<file path="config.mk">
export PLATFORM = sky130hd
export DESIGN_NAME = circuit_sweep_ctrl
export DESIGN_NICKNAME = d
export VERILOG_FILES = /design/src/rtl/circuit_sweep_pkg.sv /design/src/rtl/circuit_sweep_ctrl_golden_ref.sv /design/src/rtl/circuit_sweep_ctrl.sv
export SDC_FILE = /design/constraint.sdc
export NUM_CORES = 1
export LEC_CHECK = 0
export CAP_MARGIN = 20
export CELL_PAD_IN_SITES_DETAIL_PLACEMENT = 0
export CELL_PAD_IN_SITES_GLOBAL_PLACEMENT = 1
export CORE_AREA = 2 2 66 68
export DETAILED_ROUTE_END_ITERATION = 10
export DIE_AREA = 0 0 68 70
export HOLD_SLACK_MARGIN = 0.03
export PLACE_DENSITY_LB_ADDON = 0.1
export RECOVER_POWER = 50
export SLEW_MARGIN = 0
export SYNTH_ARGS = -nofsm -noshare
export SYNTH_HDL_FRONTEND = slang
export SYNTH_HIERARCHICAL = 1
export SYNTH_SLANG_ARGS = --single-unit
export TNS_END_PERCENT = 1
</file>
<file path="constraint.sdc">
create_clock -name clk -period 4.3 [get_ports clk]
set_input_delay 1.075 -clock clk [delete_from_list [all_inputs] [get_ports clk]]
set_output_delay 1.075 -clock clk [all_outputs]
set_load 0.005 [all_outputs]
</file>
<file path="src/rtl/circuit_sweep_pkg.sv">
// Shared types and constants for the circuit sweep sequencer.
// Holds the FSM state encoding and the stimulus vector geometry.
package circuit_sweep_pkg;

  localparam int VEC_W = 3;
  localparam logic [VEC_W-1:0] LAST_VEC = 3'd7;

  typedef enum logic [2:0] {
    IDLE,
    DRIVE,
    SETTLE,
    SAMPLE,
    DONE
  } state_t;

  function automatic logic is_sweep_state(input state_t s);
    return (s == DRIVE) || (s == SETTLE) || (s == SAMPLE);
  endfunction

endpackage

</file>
<file path="src/rtl/circuit_sweep_ctrl_golden_ref.sv">
// Golden model of the circuit under check: z = x1 | (x2 & x3), vec = {x1,x2,x3}.
// Kept separate so a different reference function can be dropped in.
module golden_ref
  import circuit_sweep_pkg::*;
(
  input  logic [VEC_W-1:0] vec,
  output logic             exp
);

  assign exp = vec[2] | (vec[1] & vec[0]);

endmodule

</file>
<file path="src/rtl/circuit_sweep_ctrl.sv">
// Sweep sequencer: drives all 8 vectors into an external circuit, samples z after a
// settle interval, compares against golden_ref and reports error count / first failure.
module circuit_sweep_ctrl
  import circuit_sweep_pkg::*;
#(
  parameter int SETTLE_CYCLES = 2,
  parameter int ERR_W         = 4
) (
  input  logic             clk,
  input  logic             rst_n,
  input  logic             start,
  input  logic             abort,
  output logic             x1,
  output logic             x2,
  output logic             x3,
  input  logic             z,
  output logic             busy,
  output logic             done,
  output logic             pass,
  output logic [ERR_W-1:0] err_count,
  output logic             fail_valid,
  output logic [VEC_W-1:0] fail_vec
);

  localparam int CNT_W = (SETTLE_CYCLES > 0) ? $clog2(SETTLE_CYCLES + 1) : 1;
  localparam logic [CNT_W-1:0] SETTLE_LAST = CNT_W'(SETTLE_CYCLES - 1);
  localparam logic [ERR_W-1:0] ERR_MAX = '1;

  state_t             r_state, w_state_nxt;
  logic [VEC_W-1:0]   r_vec, w_vec_nxt;
  logic [CNT_W-1:0]   r_cnt, w_cnt_nxt;
  logic [ERR_W-1:0]   r_err, w_err_nxt;
  logic               r_fail_valid, w_fail_valid_nxt;
  logic [VEC_W-1:0]   r_fail_vec, w_fail_vec_nxt;
  logic               r_pass, w_pass_nxt;
  logic [VEC_W-1:0]   r_x, w_x_nxt;
  logic               r_busy, w_busy_nxt;
  logic               r_done, w_done_nxt;
  logic               w_exp;
  logic               w_hit;

  golden_ref u_golden (
    .vec (r_vec),
    .exp (w_exp)
  );

  // NOTE: the mismatch sits in the else branch so an X/Z on z (unknown compare) counts as a miss.
  always_comb begin
    w_hit = 1'b0;
    if (z == w_exp) w_hit = 1'b0;
    else            w_hit = 1'b1;
  end

  always_comb begin
    w_state_nxt      = r_state;
    w_vec_nxt        = r_vec;
    w_cnt_nxt        = r_cnt;
    w_err_nxt        = r_err;
    w_fail_valid_nxt = r_fail_valid;
    w_fail_vec_nxt   = r_fail_vec;
    w_pass_nxt       = r_pass;

    if (is_sweep_state(r_state) && abort) begin
      w_state_nxt = IDLE;
    end else begin
      unique case (r_state)
        IDLE: begin
          if (start) begin
            w_err_nxt        = '0;
            w_fail_valid_nxt = 1'b0;
            w_fail_vec_nxt   = '0;
            w_pass_nxt       = 1'b0;
            w_vec_nxt        = '0;
            w_state_nxt      = DRIVE;
          end
        end
        DRIVE: begin
          if (SETTLE_CYCLES > 0) begin
            w_cnt_nxt   = '0;
            w_state_nxt = SETTLE;
          end else begin
            w_state_nxt = SAMPLE;
          end
        end
        SETTLE: begin
          if (r_cnt == SETTLE_LAST) w_state_nxt = SAMPLE;
          else                      w_cnt_nxt   = r_cnt + 1'b1;
        end
        SAMPLE: begin
          if (w_hit) begin
            if (r_err != ERR_MAX) w_err_nxt = r_err + 1'b1;
            if (!r_fail_valid) begin
              w_fail_valid_nxt = 1'b1;
              w_fail_vec_nxt   = r_vec;
            end
          end
          // pass is resolved on entry to DONE so it is valid alongside the done pulse.
          if (r_vec == LAST_VEC) begin
            w_pass_nxt  = (w_err_nxt == '0);
            w_state_nxt = DONE;
          end else begin
            w_vec_nxt   = r_vec + 1'b1;
            w_state_nxt = DRIVE;
          end
        end
        DONE:    w_state_nxt = IDLE;
        default: w_state_nxt = IDLE;
      endcase
    end

    w_busy_nxt = is_sweep_state(w_state_nxt);
    w_x_nxt    = w_busy_nxt ? w_vec_nxt : '0;
    w_done_nxt = (w_state_nxt == DONE);
  end

  // NOTE: all state is updated with non-blocking assignments so every register samples pre-edge values.
  always_ff @(posedge clk or negedge rst_n) begin
    if (!rst_n) begin
      r_state      <= IDLE;
      r_vec        <= '0;
      r_cnt        <= '0;
      r_err        <= '0;
      r_fail_valid <= 1'b0;
      r_fail_vec   <= '0;
      r_pass       <= 1'b0;
      r_x          <= '0;
      r_busy       <= 1'b0;
      r_done       <= 1'b0;
    end else begin
      r_state      <= w_state_nxt;
      r_vec        <= w_vec_nxt;
      r_cnt        <= w_cnt_nxt;
      r_err        <= w_err_nxt;
      r_fail_valid <= w_fail_valid_nxt;
      r_fail_vec   <= w_fail_vec_nxt;
      r_pass       <= w_pass_nxt;
      r_x          <= w_x_nxt;
      r_busy       <= w_busy_nxt;
      r_done       <= w_done_nxt;
    end
  end

  assign x1         = r_x[2];
  assign x2         = r_x[1];
  assign x3         = r_x[0];
  assign busy       = r_busy;
  assign done       = r_done;
  assign pass       = r_pass;
  assign err_count  = r_err;
  assign fail_valid = r_fail_valid;
  assign fail_vec   = r_fail_vec;

endmodule

</file>
==> summary.txt <==
Clock tree
  • Clock Tree Root: clkbuf_8
  • Clk sinks: 22
  • H-tree depth: 1
  • Setup Buffers After CTS: 0
  • CTS Buf Count: 3
  • Clk_lat worst skew: 0.27 ns
  • CTS resizes: 0
  • CTS tree: built
  • CTS hold repair buffers: 0
  • Clock transition at path regs: 0.09 ns
  • CTS max path bufs: 2

Global routing
  • Largest net degree at the start of global routing: 23
  • Gr usage total: 0.122
  • Number of global-route vias before repair: 885
  • Overflow after GRT: 0
  • Initial antenna violation count: 0
  • First-pass GRT wire length: 4340 µm

Pwr
  • PwrDens: 488 nW/µm²
  • Tot Pwr: 0.715 mW
  • Max rail drop VDD: 210 µV
  • Leakage power: 0.620 nW

Placed design
  • HPWL after DPL: 1870 µm
  • Pre-CTS setup slack: 1.38 ns
  • Final GP Congestion: 0.751
  • # port buffers: 18

Yosys
  • Synthesized flop and latch total: 22
  • Synthesized Nets: 123
  • Synthesized cell area: 1160 µm²
  • Main area contributors after synthesis: dfrtp_1, nor2_1, ha_1
  • Cell accounting for the most synthesized area: dfrtp_1
  • Synth unique cells: 40
  • Synth top area share: 0.474
  • Main flop type after synthesis: dfrtp_1
  • Yosys warnings: 6
  • Synth Instances: 115
  • Mean Syn Cell Area: 10.1 µm²
  • Post-synth EDFFs: 0
  • Synth cell count leaders: dfrtp_1, nor2_1, nand2_1
  • Register area share after synthesis: 0.474
  • FFs w/ async S/R, synth: 1.00
  • Most common cell in the netlist: dfrtp_1

Routing
  • Drt initial violations: 44
  • ANT nets after route: 0
  • Vias: 914
  • Avg WL per Cell: 14.1 µm
  • Drt pass-1 iters: 4
  • Drt drc: 0
  • Vias per cell: 4.91
  • Final WL: 2610 µm

Critical path
  • Worst setup path class: input port to register
  • Critical path origin: z
  • Crit path required time: 4.45 ns
  • Category of the worst setup path launch point: input port
  • Worst R2R End: pass
  • Reg2Reg Depth: 5
  • R2R Setup Slk: 2.28 ns
  • Critical path peak fanout: 5
  • R2r startpoint: r_vec[1]
  • Crit path capture type: register
  • Worst setup path end: pass
  • CP arrival: 2.83 ns

Outcome
  • Status: finished clean

STA
  • Setup violators final: 0
  • Final cycle utilization of the critical path: 0.623
  • Fmax: 374 MHz
  • Final hold vios: 0
  • Worst clock skew: 0.00878 ns
  • Max-slew violations: 0
  • RSZ-0062 raised after global routing: false
  • Slew Limit Headroom: 0.543
  • Final Worst Setup Slack: 1.62 ns
  • Worst-margin pin slew: 0.685 ns
  • Fin Setup TNS: 0 ns
  • Min cycle time layout: 2.68 ns

Floorplan
  • Starting Density: 0.280
  • I/O pin cnt: 19
  • Die Y: 70 µm
  • Die width: 68 µm
  • Rows: 24
  • Core Area: 4140 µm²
  • Die ar.: 4760 µm²

Finish
  • Synth-to-Final Area Change: 26.0%
  • Register area: 551 µm²
  • # fillers: 445
  • Fraction of layout cells with a size suffix above 1: 0.0672
  • # nets final: 143
  • Number of diodes: 0
  • Multi-input gate area: 574 µm²

Worst hold path
  • Hold crit path type: register to register

Run
  • Total of max-cap violations: 0
## report_power, final
| part | internal (mW) | switching (mW) | total, mW |
|---|---|---|---|
| sequential | 0.241 | 0.0557 | 0.297 |
| combinational | 0.114 | 0.107 | 0.221 |
| clock | 0.124 | 0.0727 | 0.197 |
| total | 0.480 | 0.235 | 0.715 |
## worst max-delay path, cell delays in order
cell	delay, ns
clkdlybuf4s50_1	0.52
xor2_1	0.35
mux2_2	0.38
o32a_1	0.17
o41ai_1	0.34
## logic make-up after synthesis
group           Yosys count  synth area share
simple gates             42             0.191
fa+ha+maj                 3            0.0323
xor+xnor                  3            0.0226
compound gates           31             0.200
flops                    22             0.474
buf+inv                   9            0.0323
mux                       5            0.0484
## state kept, by name, summed over array words and instances, names as in the netlist
register / flops
err_count: 4
fail_vec: 3
r_state: 3
r_vec: 3
r_x: 3
r_cnt: 2
busy: 1
done: 1
fail_valid: 1
pass: 1
## area by class of cell
cell class,count,share of cell area
clock buffer,3,0.0282
clock inverter,1,0.0205
inverter,4,0.0102
multi-input combinational,84,0.392
sequential,22,0.376
tap,52,0.0444
timing repair buffer,20,0.129
## layout by cell type (no fill, tap or decap), drive strengths merged, types with 2 or more instances in the layout
master and instances:
nand2b 3, nor2 13, dlygate4sd3 5, clkbuf 4
nor2b 3, mux2 2, dfrtp 22, nor3 5
a31oi 2, inv 4, a22o 4, nand2 9
and2 2, mux2i 3, xnor2 2, o21ai 7
ha 3, clkdlybuf4s50 13, a21o 2, a21oi 6
## metal layers
| metal | global-route usage | share of wire | vias up |
|---|---|---|---|
| met1 | 0.177 | 0.48 | 440 |
| met5 | 0 | 0 | - |
| met4 | 0.0467 | 0.012 | 0 |
| li1 | - | - | 455 |
| met3 | 0.0193 | 0.033 | 4 |
| met2 | 0.180 | 0.47 | 15 |
## per-stage QoR
step	utilization	std cells	hold WS, ns	area, µm²
final	0.354	186	0.512	1470
after global placement	0.334	180	0.487	1390
after floorplan	-	115	0.490	1160
after global routing	0.354	186	0.544	1470
after detailed placement	0.335	181	0.499	1390
after CTS	0.353	185	0.521	1460
## how the worst min path moves through the flow
stage	startpoint	cells past startpoint	slack, ns	endpoint
final	fail_vec[1]	1	0.51	fail_vec[1]
after global routing	fail_vec[1]	1	0.54	fail_vec[1]
after CTS	fail_vec[1]	1	0.52	fail_vec[1]
after detailed placement	fail_vec[1]	1	0.50	fail_vec[1]
after global placement	fail_vec[1]	1	0.49	fail_vec[1]
after floorplan	fail_vec[0]	1	0.49	fail_vec[0]
No activity file was read; power rests on OpenSTA's default activity.
